--- src/rtl/cache_writeback_buffer.sv ---
// Write-back buffer: ring of dirty victim lines drained to memory one at a time, snooped by miss lookups.
// Lookup is combinational; evict_ready drops when full. Define WB_COALESCE_EN to merge same-address victims.
module cache_writeback_buffer #(
  parameter int address_width = 16,
  parameter int data_width    = 32,
  parameter int depth         = 4
) (
  input  logic                       clk,
  input  logic                       reset,
  input  logic                       evict_valid,
  output logic                       evict_ready,
  input  logic [address_width-1:0]   evict_addr,
  input  logic [data_width-1:0]      evict_data,
  input  logic [address_width-1:0]   lookup_addr,
  output logic                       lookup_hit,
  output logic [data_width-1:0]      lookup_data,
  output logic                       mem_write_enable,
  output logic [address_width-1:0]   mem_address,
  output logic [data_width-1:0]      mem_data,
  input  logic                       mem_ack,
  output logic [$clog2(depth):0]     count,
  output logic                       full,
  output logic                       empty
);

  localparam int PW = $clog2(depth);

  typedef enum logic {S_IDLE, S_WRITE} state_t;

  state_t                     r_state;
  state_t                     w_next_state;
  logic [PW-1:0]              r_head;
  logic [PW-1:0]              r_tail;
  logic [PW:0]                r_count;
  logic [depth-1:0]           r_valid;
  logic [address_width-1:0]   r_addr [depth];
  logic [data_width-1:0]      r_data [depth];

  logic                       w_full;
  logic                       w_coal_hit;
  logic [PW-1:0]              w_coal_idx;
  logic                       w_push;
  logic                       w_alloc;
  logic                       w_pop;

  assign w_full = (r_count == (PW+1)'(depth));
  assign full   = w_full;
  assign empty  = (r_count == '0);
  assign count  = r_count;

`ifdef WB_COALESCE_EN
  // Youngest matching entry wins; the head being written is frozen until acked.
  always_comb begin : coal_scan
    logic [PW-1:0] idx;
    w_coal_hit = 1'b0;
    w_coal_idx = '0;
    for (int i = 0; i < depth; i++) begin
      idx = r_head + PW'(i);
      if (r_valid[idx] && (r_addr[idx] == evict_addr) &&
          !((r_state == S_WRITE) && (i == 0))) begin
        w_coal_hit = 1'b1;
        w_coal_idx = idx;
      end
    end
  end
  assign evict_ready = !w_full || w_coal_hit;
`else
  assign w_coal_hit  = 1'b0;
  assign w_coal_idx  = '0;
  assign evict_ready = !w_full;
`endif

  assign w_push  = evict_valid && evict_ready;
  assign w_alloc = w_push && !w_coal_hit;
  assign w_pop   = (r_state == S_WRITE) && mem_ack;

  always_ff @(posedge clk or negedge reset) begin
    if (!reset) r_state <= S_IDLE;
    else        r_state <= w_next_state;
  end

  always_comb begin
    w_next_state = r_state;
    case (r_state)
      S_IDLE:  if (r_count != '0) w_next_state = S_WRITE;
      S_WRITE: if (mem_ack)       w_next_state = S_IDLE;
      default: w_next_state = S_IDLE;
    endcase
  end

  always_comb begin
    mem_write_enable = (r_state == S_WRITE);
    mem_address      = '0;
    mem_data         = '0;
    if (r_state == S_WRITE) begin
      mem_address = r_addr[r_head];
      mem_data    = r_data[r_head];
    end
  end

  always_ff @(posedge clk or negedge reset) begin
    if (!reset) begin
      r_head  <= '0;
      r_tail  <= '0;
      r_count <= '0;
      r_valid <= '0;
    end else begin
      if (w_alloc) begin
        r_tail          <= r_tail + 1'b1;
        r_valid[r_tail] <= 1'b1;
      end
      if (w_pop) begin
        r_head          <= r_head + 1'b1;
        r_valid[r_head] <= 1'b0;
      end
      case ({w_alloc, w_pop})
        2'b10:   r_count <= r_count + 1'b1;
        2'b01:   r_count <= r_count - 1'b1;
        default: r_count <= r_count;
      endcase
    end
  end

  always_ff @(posedge clk) begin
    if (w_alloc) begin
      r_addr[r_tail] <= evict_addr;
      r_data[r_tail] <= evict_data;
    end else if (w_push && w_coal_hit) begin
      r_data[w_coal_idx] <= evict_data;
    end
  end

  // Scan oldest to youngest so the last match seen is the youngest.
  always_comb begin : lookup_scan
    logic [PW-1:0] idx;
    lookup_hit  = 1'b0;
    lookup_data = '0;
    for (int i = 0; i < depth; i++) begin
      idx = r_head + PW'(i);
      if (r_valid[idx] && (r_addr[idx] == lookup_addr)) begin
        lookup_hit  = 1'b1;
        lookup_data = r_data[idx];
      end
    end
  end

endmodule

--- config.mk ---
export PLATFORM = sky130hd
export DESIGN_NAME = cache_writeback_buffer
export DESIGN_NICKNAME = d
export VERILOG_FILES = /design/src/rtl/cache_writeback_buffer.sv
export SDC_FILE = /design/constraint.sdc
export NUM_CORES = 1
export LEC_CHECK = 0
export BUFFER_PORTS_ARGS = -buffer_cell sky130_fd_sc_hd__buf_2
export CAP_MARGIN = 10
export CORE_MARGIN = 5
export CORE_UTILIZATION = 30
export DETAILED_ROUTE_END_ITERATION = 8
export HOLD_SLACK_MARGIN = 0.05
export SLEW_MARGIN = 20
export SYNTH_ARGS = -nofsm -noshare
export SYNTH_HDL_FRONTEND = slang
export SYNTH_SLANG_ARGS = --single-unit
--- constraint.sdc ---
create_clock -name clk -period 6.6 [get_ports clk]
set_clock_uncertainty 0.05 [all_clocks]
set_input_delay 1.32 -clock clk [delete_from_list [all_inputs] [get_ports clk]]
set_output_delay 1.32 -clock clk [all_outputs]
set_load 0.01 [all_outputs]
==> results.md, run 1 <==
- Leak pwr: 5.335 nW
- Setup TNS Final: 0 ps
- Rel. slew slack: 25.34%
- Initial antenna violation count: 8
- CTS tree: built
- Pwr dens: 463.2 mW/mm^2
- Share of post-route cells with drive strength above 1: roughly 46%
- Internal: 4.721 mW
- CP startpoint kind: register
- Min Tclk post-route: roughly 6100 ps
- Hold Path Depth: 1
- Global-route wire length before repair: 57.63 mm
- Placed insts: 1,596
- R2R Setup Slk: 3870 ps
- Sinks on Clock Net: approximately 200
- CP arrival: between 4000 and 5000 ps
- Max_cap viols: 0
- H-Tree Level Count: 1
- Post-synth EDFFs: 192
- Mapped Area: 0.01392 mm^2
- Total power: roughly 7.4 mW
- Remaining DRCs: 0
- Worst setup margin: between 400 and 500 ps
- Commonest non-fill, non-tap cell in the layout: edfxtp_1
- Area grow syn2layout: 15.40%
- CP Class: reg -> out
- Distinct cells, synth: 53
- P_sw: 2.718 mW
- Crit end category: primary output
- Worst hold path type: reg -> reg
- Cts repair resizes: 0
- Peak supply drop: 0.0003158 V
- Final Util: 34.72%
- Pin count of the biggest net entering global routing: between 100 and 150
- Global placement routability congestion: 0.8046
- Synth Warn #: 0
- Fin crit share: approximately 93%
- Hold endpoint: count[2]
- Port bufs: roughly 160
- Most used DFF post-synth: edfxtp_1
- Clock Tree Root: clkbuf_16
- Max stage delay cell, worst path: ha_4
- Beginning of the worst register-to-register path: r_head[0]
- Die X: 225.4 um
- Drt wl/cell: 23.16 um
- First DRT Iteration DRCs: 669
- Area of the multi-input gates: ~0.0073 mm^2
- DIE HEIGHT: 225.4 um
- Post-synth ARST share: roughly 6%
- Mean post-synth cell area: between 15 and 20 um^2
- WP data required: about 5200 ps
- Cells along the critical path: inv_2 > ha_4 > mux4_2 > xnor2_1 > nand4_1 > nor4_2 > and2_2 > buf_12 > nor3_1 > a311oi_1 > buf_2
- Later-pin clock latency in the skew report: 530 ps
- Mapped Cells: 902
- Clock transition at path regs: 60 ps
- RSZ-0062 raised after global routing: no
- Fin. Hold Viols: 0
- Post-DR vias/cell: 5.463
- Hpwl dp: 24.75 mm
- Final setup violation count: 0
- Final non-filler cell total: 1,641
- Core footprint: ~0.046 mm^2
- Switching fraction of total power: between 30 and 40%
- Crit Reg-Reg Endpoint: r_head[1]
- Status: complete, no violations
- Final WL: 38.01 mm
- Routed Antenna Nets: 0
- Commonest non-fill, non-tap cells in the layout: 192 x edfxtp_1, 176 x mux4_2, 155 x buf_2, 52 x xnor2_1, 45 x and2_1
- Cts hold-fix bufs: 0
- Initial Utilization: 30.08%
- Crit Path Max Fanout: 37
- FF+latch count, synth: 204
- Reg2reg path depth: 6
- Logic pwr share: 54.1%
- Vias in the first global route: 9,187
- # Post-CTS Setup Buffers: 0
- FILL cells: about 4,500
- Hold wc startpoint: count[2]
- Nets: 1,093
- Sequential Power Share: 26.5%
- CTS Buf Count: 24
- Register area share after synthesis: 43.59%
- Synthesized net count: 980
- Clock network power share: roughly 19%
- CTS Buffer Depth: 3
- Grt ovf: 0
- Total number of vias: roughly 9,000
- DRT Pass-1 Iters: 7
- Worst slew pin tran: 1120 ps
- Max stage delay on crit path: between 500 and 600 ps
- Ports: 156
- Max-slew violation count: 0
- Tot GR Track Use: 14.61%
- Num rows: slightly below 80
- Highest Clock Rate: 163.7 MHz
- Die area: 0.05079 mm^2
- Seq. cell area: 0.006075 mm^2
- Placement Setup Slack: 995.3 ps
==> Yosys cell counts, types with 9 or more instances <==
master      n  share of area (%)
edfxtp_1  192                 41
mux4_2    176                 28
xnor2_1    52                3.3
and2_1     47                2.1
nor2_1     44                1.2
nand2_1    42                1.1
nor3_1     37                1.3
mux2i_1    36                2.6
clkbuf_1   30               0.81
a311oi_2   29                3.1
nand3_2    29                2.1
buf_2      23               0.83
xor2_1     13               0.82
buf_6      12               0.97
dfrtp_1    12                2.2
inv_1      12               0.32
buf_1      11               0.30
buf_4      10               0.54
mux2_2     10               0.81
ha_1        9               0.81
nand4_1     9               0.40
==> final cells by class <==
cell class	instances	area share [%]
Clock inverter	14	1.426
Multi-Input combinational cell	597	45.52
Sequential cell	204	37.83
Inverter	13	0.3039
Clock buffer	30	4.005
Tap cell	607	4.729
Antenna cell	1	0.01558
Timing Repair Buffer	175	6.178
==> how the worst max path moves through the flow <==
stage               from  cells after the start        endpoint
2_1_floorplan  r_head[1]                     20  lookup_data[2]
3_3_place_gp   r_head[0]                     11  lookup_data[1]
3_5_place_dp   r_head[0]                     11  lookup_data[1]
4_1_cts        r_head[0]                     11  lookup_data[1]
5_1_grt        r_head[0]                     11  lookup_data[1]
6_report       r_head[0]                     11  lookup_data[1]
==> through the flow <==
stage / cell area (um^2) / hold WS [ps]
2_1_floorplan: 13920 / 488.6
3_3_place_gp: 15180 / 462.0
3_5_place_dp: 15180 / 474.8
4_1_cts: 16050 / 487.5
5_1_grt: 16060 / 496.1
6_report: 16060 / 485.6
==> power by group through the flow <==
stage                     clock [mW]  sequential (mW)  combinational (mW)
after floorplan                    0             1.90                3.30
after global placement             0             1.97                4.07
after detailed placement           0             1.99                4.07
after CTS                       1.49             1.96                4.09
after global routing            1.55             2.01                4.35
final                           1.45             1.97                4.02
==> cells by family after synthesis <==
group                      synth area share [%]
and+or+nand+nor                           9.567
muxes                                     32.64
DFF                                       43.59
buffers and inverters                     4.082
xor gates and xnor gates                  4.091
AOI/OAI and AO/OA                         5.080
adders and majority gates                0.9531
==> registers in the layout, summed over array words and instances (netlist names) <==
| signal | cells |
|---|---|
| r_data | 128 |
| r_addr | 64 |
| r_valid | 4 |
| count | 3 |
| r_head | 2 |
| r_tail | 2 |
| mem_write_enable | 1 |
==> critical path: cells and delay by family, from the launching register on <==
kind	cells	cell delay [ps]
AND/OR/NAND/NOR	4	1270
multiplexers	1	410
AO/OA/AOI/OAI	1	400
XOR/XNOR	1	240
buffers and inverters	3	800
adder cells (fa/ha/maj)	1	590
flip-flops	1	490
==> routing by layer <==
metal	vias up	wire length (um)	global-route usage, %
li1	3925	-	-
met1	4710	16540	20.20
met2	274	18460	24.09
met3	50	2291	2.814
met4	6	674	3.280
met5	-	43	0
No activity file was read; power rests on OpenSTA's default activity.
==> run 2: changes to the inputs <==
--- a/config.mk
+++ b/config.mk
@@ -5,12 +5,14 @@
 export SDC_FILE = /design/constraint.sdc
 export NUM_CORES = 1
 export LEC_CHECK = 0
+export ABC_AREA = 1
 export BUFFER_PORTS_ARGS = -buffer_cell sky130_fd_sc_hd__buf_2
 export CAP_MARGIN = 10
 export CORE_MARGIN = 5
 export CORE_UTILIZATION = 30
 export DETAILED_ROUTE_END_ITERATION = 8
 export HOLD_SLACK_MARGIN = 0.05
+export RECOVER_POWER = 25
 export SLEW_MARGIN = 20
 export SYNTH_ARGS = -nofsm -noshare
 export SYNTH_HDL_FRONTEND = slang
==> run 2 against run 1 <==
Sequential share of layout area grew 1.5 points. Final cell count grew 47%. Via count grew 31%.
==> results.md, run 2 <==
- Mean post-synth cell area: 7.967 um^2 (-48%)
- Die X: 222.4 um (-1.3%)
- Max FFs per register: 128 (unchanged)
- Grt ovf: 0 (unchanged)
- FF+latch count, synth: 204 (unchanged)
- CP Class: reg -> out
- Max-slew violation count: 0 (unchanged)
- Status: complete, no violations
- Drt wl/cell: 16.43 um (-29%)
- Placement Setup Slack: 1386 ps (+390.8 ps)
- DIE HEIGHT: 222.4 um (-1.3%)
- Min Tclk post-route: 5712 ps (-396.0 ps)
- Commonest non-fill, non-tap cell in the layout: nand2_1
- Setup TNS Final: 0 ps (unchanged)
- Area leader, netlist: edfxtp_1
- Crit Path Max Fanout: 54 (+46%)
- RSZ-0062 raised after global routing: no
- Share of post-route cells with drive strength above 1: 10.83% (-35 points)
- Most common library cells after synthesis: 443 x nand2_1, 278 x nor2_1, 192 x edfxtp_1, 192 x nand3_1, 160 x mux2i_1
- Remaining DRCs: 0 (unchanged)
- Global-route wire length before repair: 61.38 mm (+6.5%)
- Largest Register: r_data
- Top cells by area, synth: edfxtp_1 43%, nand2_1 12%, mux2i_1 12%
- Initial Utilization: 30.48% (+0.40 points)
- Initial antenna violation count: 5 (-3)
- CTS tree: built
- Clock transition at path regs: 60 ps (about the same)
- Delay-heaviest family, CP: simple AND/OR/NAND/NOR gates
- Post-synth ARST share: 5.882% (unchanged)
- Top-count cell post-synth: nand2_1
- First DRT Iteration DRCs: 868 (+30%)
- Num rows: 77 (-2.5%)
- Port bufs: 155 (unchanged)
- Highest Clock Rate: 175.1 MHz (+6.9%)
- Worst slew pin tran: 1105 ps (-15.07 ps)
- Post-DR vias/cell: 4.869 (-11%)
- Mapped Area: 0.01354 mm^2 (-2.7%)
- Later-pin clock latency in the skew report: 540 ps (about the same)
- Cts repair resizes: 0 (unchanged)
- Post-synth EDFFs: 192 (unchanged)
- Fin. Hold Viols: 0 (unchanged)
- H-Tree Level Count: 1 (unchanged)
- Max stage delay on crit path: 610 ps (+20 ps)
- Pwr dens: 469.5 mW/mm^2 (+1.4%)
- Distinct cells, synth: 31 (-42%)
- WP data required: 5230 ps (about the same)
- WP buf/inv: 4 (+1)
- Most frequent CP cell: nand2_1
- Global placement routability congestion: 0.8673 (+7.8%)
- CTS Buffer Depth: 3 (unchanged)
- Hpwl dp: 26.98 mm (+9.0%)
- Nets: 1,883 (+72%)
- Mapped Cells: 1,699 (+88%)
- CTS Buf Count: 23 (-4.2%)
- Routed Antenna Nets: 0 (unchanged)
- Worst setup margin: 887.6 ps (+396.0 ps)
- Cts hold-fix bufs: 0 (unchanged)
- CP arrival: 4340 ps (-400 ps)
- Share of the synthesized area in the top cell type: 42.59% (+1.2 points)
- # Post-CTS Setup Buffers: 0 (unchanged)
- Worst hold path type: reg -> reg
- Pin count of the biggest net entering global routing: 112 (-9.7%)
- Peak supply drop: 0.0002757 V (-13%)
- Fin crit share: 86.55% (-6.0 points)
- Rel. slew slack: 26.35% (+1.0 points)
- Total number of vias: 11,760 (+31%)
- Synthesized net count: 1,777 (+81%)
- DRT Pass-1 Iters: 6 (-1)
- Clock Tree Root: clkbuf_16
- Ports: 156 (unchanged)
- Top flop regs: r_data (128), r_addr (64), r_valid (4)
- Final WL: 39.67 mm (+4.4%)
- Hold slack: 514.1 ps (+28.47 ps)
- Core footprint: 0.04441 mm^2 (-4.0%)
- Cells along the critical path: inv_4 > ha_2 > inv_4 > nand3_1 > nand2_1 > o21ai_0 > nor3_1 > nand3_1 > nor2_4 > buf_4 > nor2_1 > nand2_1 > nand2_1 > buf_2
- Area grow syn2layout: 13.91%
- Commonest non-fill, non-tap cells in the layout: 443 x nand2_1, 273 x nor2_1, 192 x edfxtp_1, 191 x nand3_1, 160 x mux2i_1
- Final setup violation count: 0 (unchanged)
- Synth Warn #: 0 (unchanged)
- Tot GR Track Use: 15.33% (+0.72 points)
- Most used DFF post-synth: edfxtp_1
- Crit end category: primary output
- Vias in the first global route: 11,170 (+22%)
- Die area: 0.04947 mm^2 (-2.6%)
- Max stage delay cell, worst path: nor2_4
- Sinks on Clock Net: 204 (unchanged)
- CP startpoint kind: register
- Leak pwr: 7.218 nW (+35%)
- Max_cap viols: 0 (unchanged)
- Register area share after synthesis: 44.81% (+1.2 points)
run 2: cell types whose count changed after synthesis, moves of 29 or more:
| cell | change |
|---|---|
| nor2_1 | +234 |
| and2_1 | -47 |
| a311oi_2 | -29 |
| inv_1 | +125 |
| nand2_1 | +401 |
| mux2i_1 | +124 |
| nor3_1 | -34 |
| nand3_1 | +184 |
| o21ai_0 | +109 |
| xnor2_1 | -51 |
| mux4_2 | -176 |
run 2: cell type report:
class / count / area (um^2)
Tap cell: 592 / 740.7
Fill cell: 4512 / 28990
Timing Repair Buffer: 178 / 930.9
Multi-Input combinational cell: 1258 / 6447
Clock inverter: 14 / 107.6
Inverter: 140 / 530.5
Clock buffer: 25 / 583.1
Sequential cell: 204 / 6070
Antenna cell: 4 / 10.01
run 2: path summary, 6_finish.rpt:
kind / startpoint / slack (ps) / end / depth (start not counted)
max: r_head[1] / 890 / lookup_data[6] / 14
min: count[0] / 510 / count[0] / 1
max reg2reg: r_head[1] / 3660 / r_head[1] / 5
min reg2reg: count[0] / 510 / count[0] / 1
max in group asynchronous: reset / 5160 / r_head[0] / 1
min in group asynchronous: reset / 780 / r_tail[0] / 1
run 2: worst register-to-register path, cell delays in order, from the launching register on:
cell and delay, ps:
dfrtp_1 400, inv_4 450, ha_2 440, inv_4 410, buf_4 780, o21ai_0 260
run 2: where the power goes:
part | internal [mW] | total (mW) | switching [mW]
logic | 1.38 | 4.15 | 2.76
registers | 1.72 | 1.88 | 0.162
clock network | 0.677 | 1.21 | 0.531
total | 3.78 | 7.24 | 3.46
run 2: routing by layer:
metal	vias to the layer above	track usage, %	share of wire (%)
met5	-	0	0
met2	320	26.39	48
li1	5845	-	-
met1	5527	20.13	44
met4	0	4.783	2.7
met3	66	2.019	4.9
run 2: stage by stage:
stage / power (mW) / utilization (%) / instance area, um^2 / instances
after detailed placement: 6.078 / 33.23 / 14760 / 2372
final: 7.240 / 34.72 / 15420 / 2415
after global routing: 7.898 / 34.71 / 15410 / 2413
after floorplan: 4.997 / - / 13540 / 1699
after CTS: 7.313 / 34.78 / 15450 / 2411
after global placement: 5.980 / 33.16 / 14730 / 2371
run 2: cells by family after synthesis:
family | synth area share, %
AOI/OAI and AO/OA | 5.380
xor gates and xnor gates | 1.165
adders and majority gates | 0.9798
buffers and inverters | 7.893
DFF | 44.81
muxes | 11.83
and+or+nand+nor | 27.94
==> run 3: changes to the inputs <==
--- a/config.mk
+++ b/config.mk
@@ -8,10 +8,13 @@
 export ABC_AREA = 1
 export BUFFER_PORTS_ARGS = -buffer_cell sky130_fd_sc_hd__buf_2
 export CAP_MARGIN = 10
+export CELL_PAD_IN_SITES_DETAIL_PLACEMENT = 1
+export CELL_PAD_IN_SITES_GLOBAL_PLACEMENT = 2
 export CORE_MARGIN = 5
 export CORE_UTILIZATION = 30
 export DETAILED_ROUTE_END_ITERATION = 8
 export HOLD_SLACK_MARGIN = 0.05
+export PLACE_DENSITY_LB_ADDON = 0.1
 export RECOVER_POWER = 25
 export SLEW_MARGIN = 20
 export SYNTH_ARGS = -nofsm -noshare
==> run 3 against run 2 <==
Setup slack gained 140 ps. Power grew 6.9%. Global-route usage grew 3.0 points. First-iteration DRC count shrank 38%. Flip-flop and latch count is the same. Die area is the same. Register-to-register slack gained 120 ps.
==> results.md, run 3 (synthesis results as in run 2) <==
- Status: complete, no violations
- Initial Utilization: 30.48% (unchanged)
- Max stage delay cell, worst path: nor2_4
- CTS Buffer Depth: 3 (unchanged)
- Cells along the critical path: buf_12 > nand2_1 > nand3_1 > nand2_1 > nand2_1 > o21ai_0 > nor2_1 > nand3_1 > nor2_4 > buf_4 > nand3_1 > nand2_1 > nand2_1 > nand2_1 > buf_2
- WP data required: 5230 ps (about the same)
- Top flop regs: r_data (128), r_addr (64), r_valid (4)
- Total power: 7.741 mW (+6.9%)
- Total length of routed met2 wires: 22.50 mm (+18%)
- Max_cap viols: 0 (unchanged)
- Delay-heaviest family, CP: simple AND/OR/NAND/NOR gates
- Worst hold path type: reg -> reg
- DRT Pass-1 Iters: 5 (-1)
- Pwr dens: 493.6 mW/mm^2 (+5.1%)
- Post-DR vias/cell: 4.891 (+0.46%)
- Setup TNS Final: 0 ps (unchanged)
- Global-route wire length before repair: 71.71 mm (+17%)
- Clock Tree Root: clkbuf_16
- RSZ-0062 raised after global routing: no
- Initial antenna violation count: 5 (unchanged)
- Global placement routability congestion: 0.7506 (-13%)
- Crit end category: primary output
- Peak supply drop: 0.0004545 V (+65%)
- Max stage delay on crit path: 680 ps (+70 ps)
- Final setup violation count: 0 (unchanged)
- Final WL: 46.46 mm (+17%)
- Leak pwr: 7.330 nW (+1.6%)
- Remaining DRCs: 0 (unchanged)
- Wl on met1: 21.27 mm (+21%)
- Max FFs per register: 128 (unchanged)
- CP startpoint kind: register
- # Post-CTS Setup Buffers: 0 (unchanged)
- Area grow syn2layout: 15.85%
- Commonest non-fill, non-tap cell in the layout: nand2_1
- Routed Antenna Nets: 0 (unchanged)
- CTS Buf Count: 28 (+22%)
- Later-pin clock latency in the skew report: 580 ps (+40 ps)
- Cts hold-fix bufs: 0 (unchanged)
- Min Tclk post-route: 5575 ps (-137.3 ps)
- Highest Clock Rate: 179.4 MHz (+2.5%)
- Share of post-route cells with drive strength above 1: 11.14% (+0.31 points)
- Die X: 222.4 um (unchanged)
- Vias in the first global route: 12,490 (+12%)
- Fin crit share: 84.47% (-2.1 points)
- Hpwl dp: 30.95 mm (+15%)
- R2R Setup Slk: 3780 ps (+120 ps)
- Sinks on Clock Net: 204 (unchanged)
- Num rows: 77 (unchanged)
- Grt ovf: 0 (unchanged)
- Met3 routed WL: 1.748 mm (-11%)
- Commonest non-fill, non-tap cells in the layout: 443 x nand2_1, 273 x nor2_1, 192 x edfxtp_1, 191 x nand3_1, 160 x mux2i_1
- First DRT Iteration DRCs: 536 (-38%)
- CP arrival: 4210 ps (-130 ps)
- Pin count of the biggest net entering global routing: 179 (+60%)
- Die area: 0.04947 mm^2 (unchanged)
- Core footprint: 0.04441 mm^2 (unchanged)
- Total number of vias: 11,860 (+0.88%)
- CTS tree: built
- Hold slack: 505.3 ps (-8.813 ps)
- Most frequent CP cell: nand2_1
- Clock transition at path regs: 60 ps (about the same)
- Worst slew pin tran: 1100 ps (-4.512 ps)
- Cts repair resizes: 0 (unchanged)
- Tot GR Track Use: 18.35% (+3.0 points)
- Rel. slew slack: 26.65% (+0.30 points)
- WP buf/inv: 3 (-1)
- Nets: 1,888 (+0.27%)
- Drt wl/cell: 19.16 um (+17%)
- Ports: 156 (unchanged)
- DR top layer: met5
- H-Tree Level Count: 1 (unchanged)
- CP Class: reg -> out
- Port bufs: 155 (unchanged)
- Fin. Hold Viols: 0 (unchanged)
- Max-slew violation count: 0 (unchanged)
- Largest Register: r_data
- Crit Path Max Fanout: 178 (+230%)
- DIE HEIGHT: 222.4 um (unchanged)
run 3: per-layer routing:
metal	vias to the layer above	GRT usage, %
met5	-	0
met1	5778	23.64
met2	172	32.58
li1	5857	-
met3	48	3.022
met4	6	3.874
run 3: worst min-delay path, cell delays in order, from the launching register on:
cell,delay (ps)
dfrtp_1,360
nor2_1,50
a21oi_1,100
run 3: through the flow:
step / cell area (um^2) / cells / util (%) / worst slack (ps)
after floorplan: 13540 / 1699 / - / 1881
after global placement: 14760 / 2370 / 33.24 / 1557
after detailed placement: 14810 / 2372 / 33.34 / 1516
after CTS: 15720 / 2423 / 35.39 / 872.1
after global routing: 15680 / 2424 / 35.30 / 632.4
final: 15680 / 2425 / 35.31 / 1025
run 3: area by class of cell:
cell class / count / area, um^2
Clock inverter: 19 / 193.9
Timing Repair Buffer: 178 / 974.7
Tap cell: 592 / 740.7
Sequential cell: 204 / 6070
Inverter: 140 / 530.5
Fill cell: 5382 / 28730
Clock buffer: 32 / 715.7
Multi-Input combinational cell: 1258 / 6452
Antenna cell: 2 / 5.005
run 3: power by group:
group	switching, mW	total [mW]	internal [mW]
Clock	0.592	1.49	0.895
Combinational	3.00	4.41	1.41
Sequential	0.124	1.85	1.72
Total	3.71	7.74	4.03
run 3: final timing paths:
kind	cells past startpoint	end	start
max	15	lookup_data[15]	r_head[0]
min	2	r_valid[3]	r_valid[3]
max reg2reg	6	r_data[0][9]	count[2]
min reg2reg	2	r_valid[3]	r_valid[3]
max in group asynchronous	1	r_head[0]	reset
min in group asynchronous	1	count[0]	reset
